`config.mk`:
```
export PLATFORM = sky130hd
export DESIGN_NAME = uart_rx_fifo
export DESIGN_NICKNAME = d
export VERILOG_FILES = /design/src/rtl/uart_rx_fifo.sv
export SDC_FILE = /design/constraint.sdc
export NUM_CORES = 1
export LEC_CHECK = 0
export ABC_AREA = 0
export BUFFER_PORTS_ARGS = -buffer_cell sky130_fd_sc_hd__buf_2
export CAP_MARGIN = 20
export CORE_ASPECT_RATIO = 1.2
export CORE_MARGIN = 2
export CORE_UTILIZATION = 45
export DETAILED_ROUTE_END_ITERATION = 6
export MAX_ROUTING_LAYER = met4
export PLACE_DENSITY = 0.67
export REMOVE_ABC_BUFFERS = 1
export SLEW_MARGIN = 0
export SYNTH_ARGS = -nofsm -noshare
export SYNTH_HDL_FRONTEND = slang
export SYNTH_SLANG_ARGS = --single-unit
export TNS_END_PERCENT = 30
```
`constraint.sdc`:
```
create_clock -name clk -period 2 [get_ports clk]
set_clock_uncertainty 0.15 [all_clocks]
set_input_delay 0.2 -clock clk [delete_from_list [all_inputs] [get_ports clk]]
set_output_delay 0.2 -clock clk [all_outputs]
set_load 0.02 [all_outputs]
```
`src/rtl/uart_rx_fifo.sv`:
```
// UART receiver (5..9 data bits, 1 or 2 stop bits) feeding a first-word-fall-through FIFO.
// Define UART_RX_PARITY_EN to add the parity_mode port, the PARITY state and parity_err.
module uart_rx_fifo #(
    parameter int CLK_FREQ   = 27_000_000,
    parameter int BAUD_RATE  = 9600,
    parameter int DATA_BITS  = 8,
    parameter int STOP_BITS  = 1,
    parameter int FIFO_DEPTH = 4
) (
    input  logic                 clk,
    input  logic                 rst_n,
    input  logic                 rx_pin,
`ifdef UART_RX_PARITY_EN
    input  logic [1:0]           parity_mode,
`endif
    output logic [DATA_BITS-1:0] data,
    output logic                 available,
    input  logic                 read,
    output logic                 frame_err,
    output logic                 parity_err,
    output logic                 overrun,
    input  logic                 clear_err
);
    localparam int BIT_CYCLE  = CLK_FREQ / BAUD_RATE;
    localparam int HALF_CYCLE = BIT_CYCLE / 2;
    localparam int CW = (BIT_CYCLE > 1) ? $clog2(BIT_CYCLE) : 1;
    localparam int IW = $clog2(DATA_BITS + 1);
    localparam int AW = $clog2(FIFO_DEPTH);

    typedef enum logic [2:0] {IDLE, START, DATA, PARITY, STOP} state_t;

    state_t               state, state_next;
    logic [CW-1:0]        cnt, cnt_next;
    logic [IW-1:0]        bit_idx, bit_next;
    logic [DATA_BITS-1:0] shreg, shreg_next;
    logic                 push, frame_set;
    logic                 sync1, rxs, rxs_prev;

    // Two-stage synchroniser plus one history stage for edge detection.
    always_ff @(posedge clk or negedge rst_n) begin
        if (!rst_n) begin
            sync1    <= 1'b1;
            rxs      <= 1'b1;
            rxs_prev <= 1'b1;
        end else begin
            sync1    <= rx_pin;
            rxs      <= sync1;
            rxs_prev <= rxs;
        end
    end

`ifdef UART_RX_PARITY_EN
    logic [1:0] mode_q, mode_next;
    logic       parity_set;
    logic       parity_active;
    assign parity_active = (mode_q == 2'b01) || (mode_q == 2'b10);
`endif

    always_comb begin
        state_next = state;
        cnt_next   = cnt + CW'(1);
        bit_next   = bit_idx;
        shreg_next = shreg;
        push       = 1'b0;
        frame_set  = 1'b0;
`ifdef UART_RX_PARITY_EN
        mode_next  = mode_q;
        parity_set = 1'b0;
`endif
        case (state)
            IDLE: begin
                cnt_next = '0;
`ifdef UART_RX_PARITY_EN
                mode_next = parity_mode;
`endif
                // Counter starts at 1: detection happens one cycle after rxs fell.
                if (rxs_prev && !rxs) begin
                    state_next = START;
                    cnt_next   = CW'(1);
                end
            end
            START: begin
                if (cnt == CW'(HALF_CYCLE - 1)) begin
                    cnt_next   = '0;
                    bit_next   = '0;
                    state_next = rxs ? IDLE : DATA;
                end
            end
            DATA: begin
                if (cnt == CW'(BIT_CYCLE - 1)) begin
                    cnt_next   = '0;
                    shreg_next = {rxs, shreg[DATA_BITS-1:1]};
                    bit_next   = bit_idx + IW'(1);
                    if (bit_idx == IW'(DATA_BITS - 1)) begin
                        bit_next = '0;
`ifdef UART_RX_PARITY_EN
                        state_next = parity_active ? PARITY : STOP;
`else
                        state_next = STOP;
`endif
                    end
                end
            end
`ifdef UART_RX_PARITY_EN
            PARITY: begin
                if (cnt == CW'(BIT_CYCLE - 1)) begin
                    cnt_next   = '0;
                    parity_set = ((^shreg) ^ rxs) != (mode_q == 2'b10);
                    state_next = STOP;
                end
            end
`endif
            STOP: begin
                if (cnt == CW'(BIT_CYCLE - 1)) begin
                    cnt_next  = '0;
                    frame_set = !rxs;
                    bit_next  = bit_idx + IW'(1);
                    // Back to IDLE at once so an early next start edge is not missed.
                    if (bit_idx == IW'(STOP_BITS - 1)) begin
                        push       = 1'b1;
                        bit_next   = '0;
                        state_next = IDLE;
                    end
                end
            end
            default: begin
                state_next = IDLE;
                cnt_next   = '0;
            end
        endcase
    end

    always_ff @(posedge clk or negedge rst_n) begin
        if (!rst_n) begin
            state   <= IDLE;
            cnt     <= '0;
            bit_idx <= '0;
            shreg   <= '0;
        end else begin
            state   <= state_next;
            cnt     <= cnt_next;
            bit_idx <= bit_next;
            shreg   <= shreg_next;
        end
    end

    // Receive FIFO: pointers carry one extra wrap bit to tell full from empty.
    logic [DATA_BITS-1:0] mem [FIFO_DEPTH];
    logic [AW:0]          wr_ptr, rd_ptr;
    logic                 empty, full, do_pop, do_push, overrun_set;

    assign empty       = (wr_ptr == rd_ptr);
    assign full        = (wr_ptr[AW] != rd_ptr[AW]) && (wr_ptr[AW-1:0] == rd_ptr[AW-1:0]);
    assign do_pop      = read && !empty;
    assign do_push     = push && (!full || do_pop);
    assign overrun_set = push && full && !do_pop;
    assign available   = !empty;
    assign data        = empty ? '0 : mem[rd_ptr[AW-1:0]];

    always_ff @(posedge clk) begin
        if (do_push) mem[wr_ptr[AW-1:0]] <= shreg;
    end

    always_ff @(posedge clk or negedge rst_n) begin
        if (!rst_n) begin
            wr_ptr <= '0;
            rd_ptr <= '0;
        end else begin
            if (do_push) wr_ptr <= wr_ptr + (AW+1)'(1);
            if (do_pop)  rd_ptr <= rd_ptr + (AW+1)'(1);
        end
    end

    // Sticky flags: a set in the same cycle as clear_err wins.
    always_ff @(posedge clk or negedge rst_n) begin
        if (!rst_n) begin
            frame_err <= 1'b0;
            overrun   <= 1'b0;
        end else begin
            frame_err <= frame_set   | (frame_err & ~clear_err);
            overrun   <= overrun_set | (overrun & ~clear_err);
        end
    end

`ifdef UART_RX_PARITY_EN
    always_ff @(posedge clk or negedge rst_n) begin
        if (!rst_n) begin
            mode_q     <= 2'b00;
            parity_err <= 1'b0;
        end else begin
            mode_q     <= mode_next;
            parity_err <= parity_set | (parity_err & ~clear_err);
        end
    end
`else
    assign parity_err = 1'b0;
`endif

endmodule
```
==> run summary <==
status: complete, no violations
WP data required: 1.65 ns
Yosys top cell area share: 0.298
DRT Pass-1 Iters: 4
ANT nets after route: 0
clock sink count: 70
hpwl dp: 4140 µm
area post-placement: 3670 µm²
CP max FO: 8
Synth Warn #: 0
share of layout cells above drive strength 1: 0.406
initial core utilization: 0.467
final hold violation count: 0
minimum clock period: 2.00 ns
Synth Instances: 228
Skew-Pair Late Insertion Delay: 0.34 ns
initial antenna violation count: 0
die width: 81.2 µm
first-pass GRT wire length: 9720 µm
Root Buffer: clkbuf_8
Critical Path AT: 1.65 ns
Worst-path clk slew: 0.08 ns
drt drc: 0
Max Used Layer: met4
fin crit share: 0.999
peak supply drop: 0.000577 V
CTS tree: done
initial drt markers: 81
Crit. End Element: primary output
Min Hold Slack: 0.00672 ns
Die Y: 96.7 µm
CTS Buf Count: 9
Final Util: 0.584
Setup CP Type: reg2out
via count: 1912
row count: 33
Max Slew Vio Count: 0
Design Area, Final: 4030 µm²
largest net degree at the start of global routing: 39
Max H-tree Level: 3
Mean Syn Cell Area: 14.1 µm²
Final setup violation count: 0
fill count: 540
WL per Instance: 15.3 µm
Non-Filler Instances: 375
Mapped Area: 3220 µm²
Yosys reg bits: 70
diodes inserted: 0
DR WL met2: 3110 µm
routed vias/inst: 5.10
# port buffers: 15
DIE AREA: 7850 µm²
startpoint types: flip-flop
met3 routed WL: 138 µm
Ports: 17
Distinct cells, synth: 50
DP Cell Count: 355
GRT Util Overall: 0.170
Metal-1 WL: 2330 µm
Core Area: 6900 µm²
Setup TNS Final: 0 ns
RePlAce Congestion: 0.815
number of global-route vias before repair: 2038
LEAKAGE: 1.76 nW
worst hold-check path type: in2reg
Fmax achieved: 501 MHz
RSZ-0062 raised after global routing: yes
register area share after synthesis: 0.595
GRT overflow: 0
CTS Buffer Depth: 2
nets@finish: 297
pwr dens: 984 nW/µm²
Synth area leaders: edfxtp_1, dfrtp_1, mux4_2
Yosys top cell by area: edfxtp_1
Max Cap Viol: 0
Area Overhead vs Synth: 25.1%
WL final: 5750 µm
## layout make-up
cell class / instances / area (µm²) / area share
clock buffer: 9 / 124 / 0.0308
clock inverter: 7 / 81.3 / 0.0202
inverter: 12 / 45.0 / 0.0112
multi-input combinational: 137 / 1270 / 0.314
sequential: 70 / 1920 / 0.476
tap: 87 / 109 / 0.0270
timing repair buffer: 53 / 484 / 0.120
## flip-flops by register name (all words and copies together) (netlist names)
signal / count
rd_ptr: 3
rxs: 1
bit_idx: 4
state: 3
overrun: 1
rxs_prev: 1
cnt: 12
sync1: 1
mem: 32
frame_err: 1
shreg: 8
wr_ptr: 3
## worst paths after layout
path / cells after the start / startpoint / to / slack, ns
setup / recovery: 4 / rd_ptr[0] / data[2] / 0.003
hold / removal: 3 / read / rd_ptr[2] / 0.007
setup reg to reg: 6 / cnt[0] / mem[1][3] / 0.04
hold reg to reg: 0 / sync1 / rxs / 0.21
max in group asynchronous: 3 / rst_n / sync1 / 1.04
min in group asynchronous: 3 / rst_n / bit_idx[0] / 0.29
## per-stage QoR
stage	total power, mW	setup WS (ns)
2_1_floorplan	2.36	-0.0809
3_3_place_gp	2.77	0.0349
3_5_place_dp	2.78	-0.0275
4_1_cts	3.98	-0.0221
5_1_grt	4.20	-0.0559
6_report	3.96	0.00296
## worst max-delay path, cell delays in order, from the launching register on
cell and delay, ns:
dfrtp_2 0.39, buf_12 0.14, mux4_2 0.50, and2_4 0.16, buf_6 0.12
## where the power goes
part,internal (mW),switching (mW),total (mW)
Clock,0.590,0.552,1.14
Combinational,0.553,0.608,1.16
Sequential,1.59,0.0707,1.66
Total,2.73,1.23,3.96
## kinds of logic (layout without fill, tap and decap cells)
group                      count (synthesis)  after routing  share of synthesized area
and+or+nand+nor                           72             72                      0.146
adders and majority gates                  9              9                     0.0350
buffers and inverters                     21             81                     0.0295
xor gates and xnor gates                  19             19                     0.0517
other                                      1              1                    0.00116
DFF                                       70             70                      0.595
muxes                                     21             21                      0.103
AOI/OAI and AO/OA                         15             15                     0.0389
## metal layers
layer | vias to the layer above | global-route usage
met5 | - | -
met4 | 0 | 0.0926
met3 | 14 | 0.0308
met2 | 31 | 0.278
met1 | 938 | 0.195
li1 | 929 | -
## what timing repair did
action	4_1_cts	5_1_grt
pin swaps	8	3
setup endpoints to repair	43	53
hold buffers	3	0
gates resized for setup	31	4
setup buffers	1	0
endpoints found under the hold margin	38	0
## synth_stat cells (all sizes together)
master,instances
a211oi,1
a21oi,1
a31oi,1
and2,13
and3,4
and4,2
and4b,1
and4bb,1
buf,6
clkbuf,3
conb,1
dfrtp,35
dfstp,3
edfxtp,32
ha,9
inv,12
mux2,11
mux2i,2
mux4,8
nand2,8
nand2b,2
nand3,10
nand3b,1
nand4,4
nand4b,2
nand4bb,1
nor2,15
nor3,3
nor3b,2
nor4,1
o21a,1
o21ai,4
o21bai,1
o22ai,2
o2bb2ai,1
o311a,1
o32ai,2
or3b,2
xnor2,12
xor2,7
## layout by cell type (no fill, tap or decap), types with 9 or more instances in the layout
cell type / count
dfrtp_1: 34
edfxtp_1: 32
buf_4: 29
nor2_1: 14
inv_1: 11
xnor2_1: 11
and2_4: 11
nand3_1: 9
mux2_2: 9
clkbuf_8: 9
buf_6: 9
Note: power is estimated with default switching activity, not from simulation.
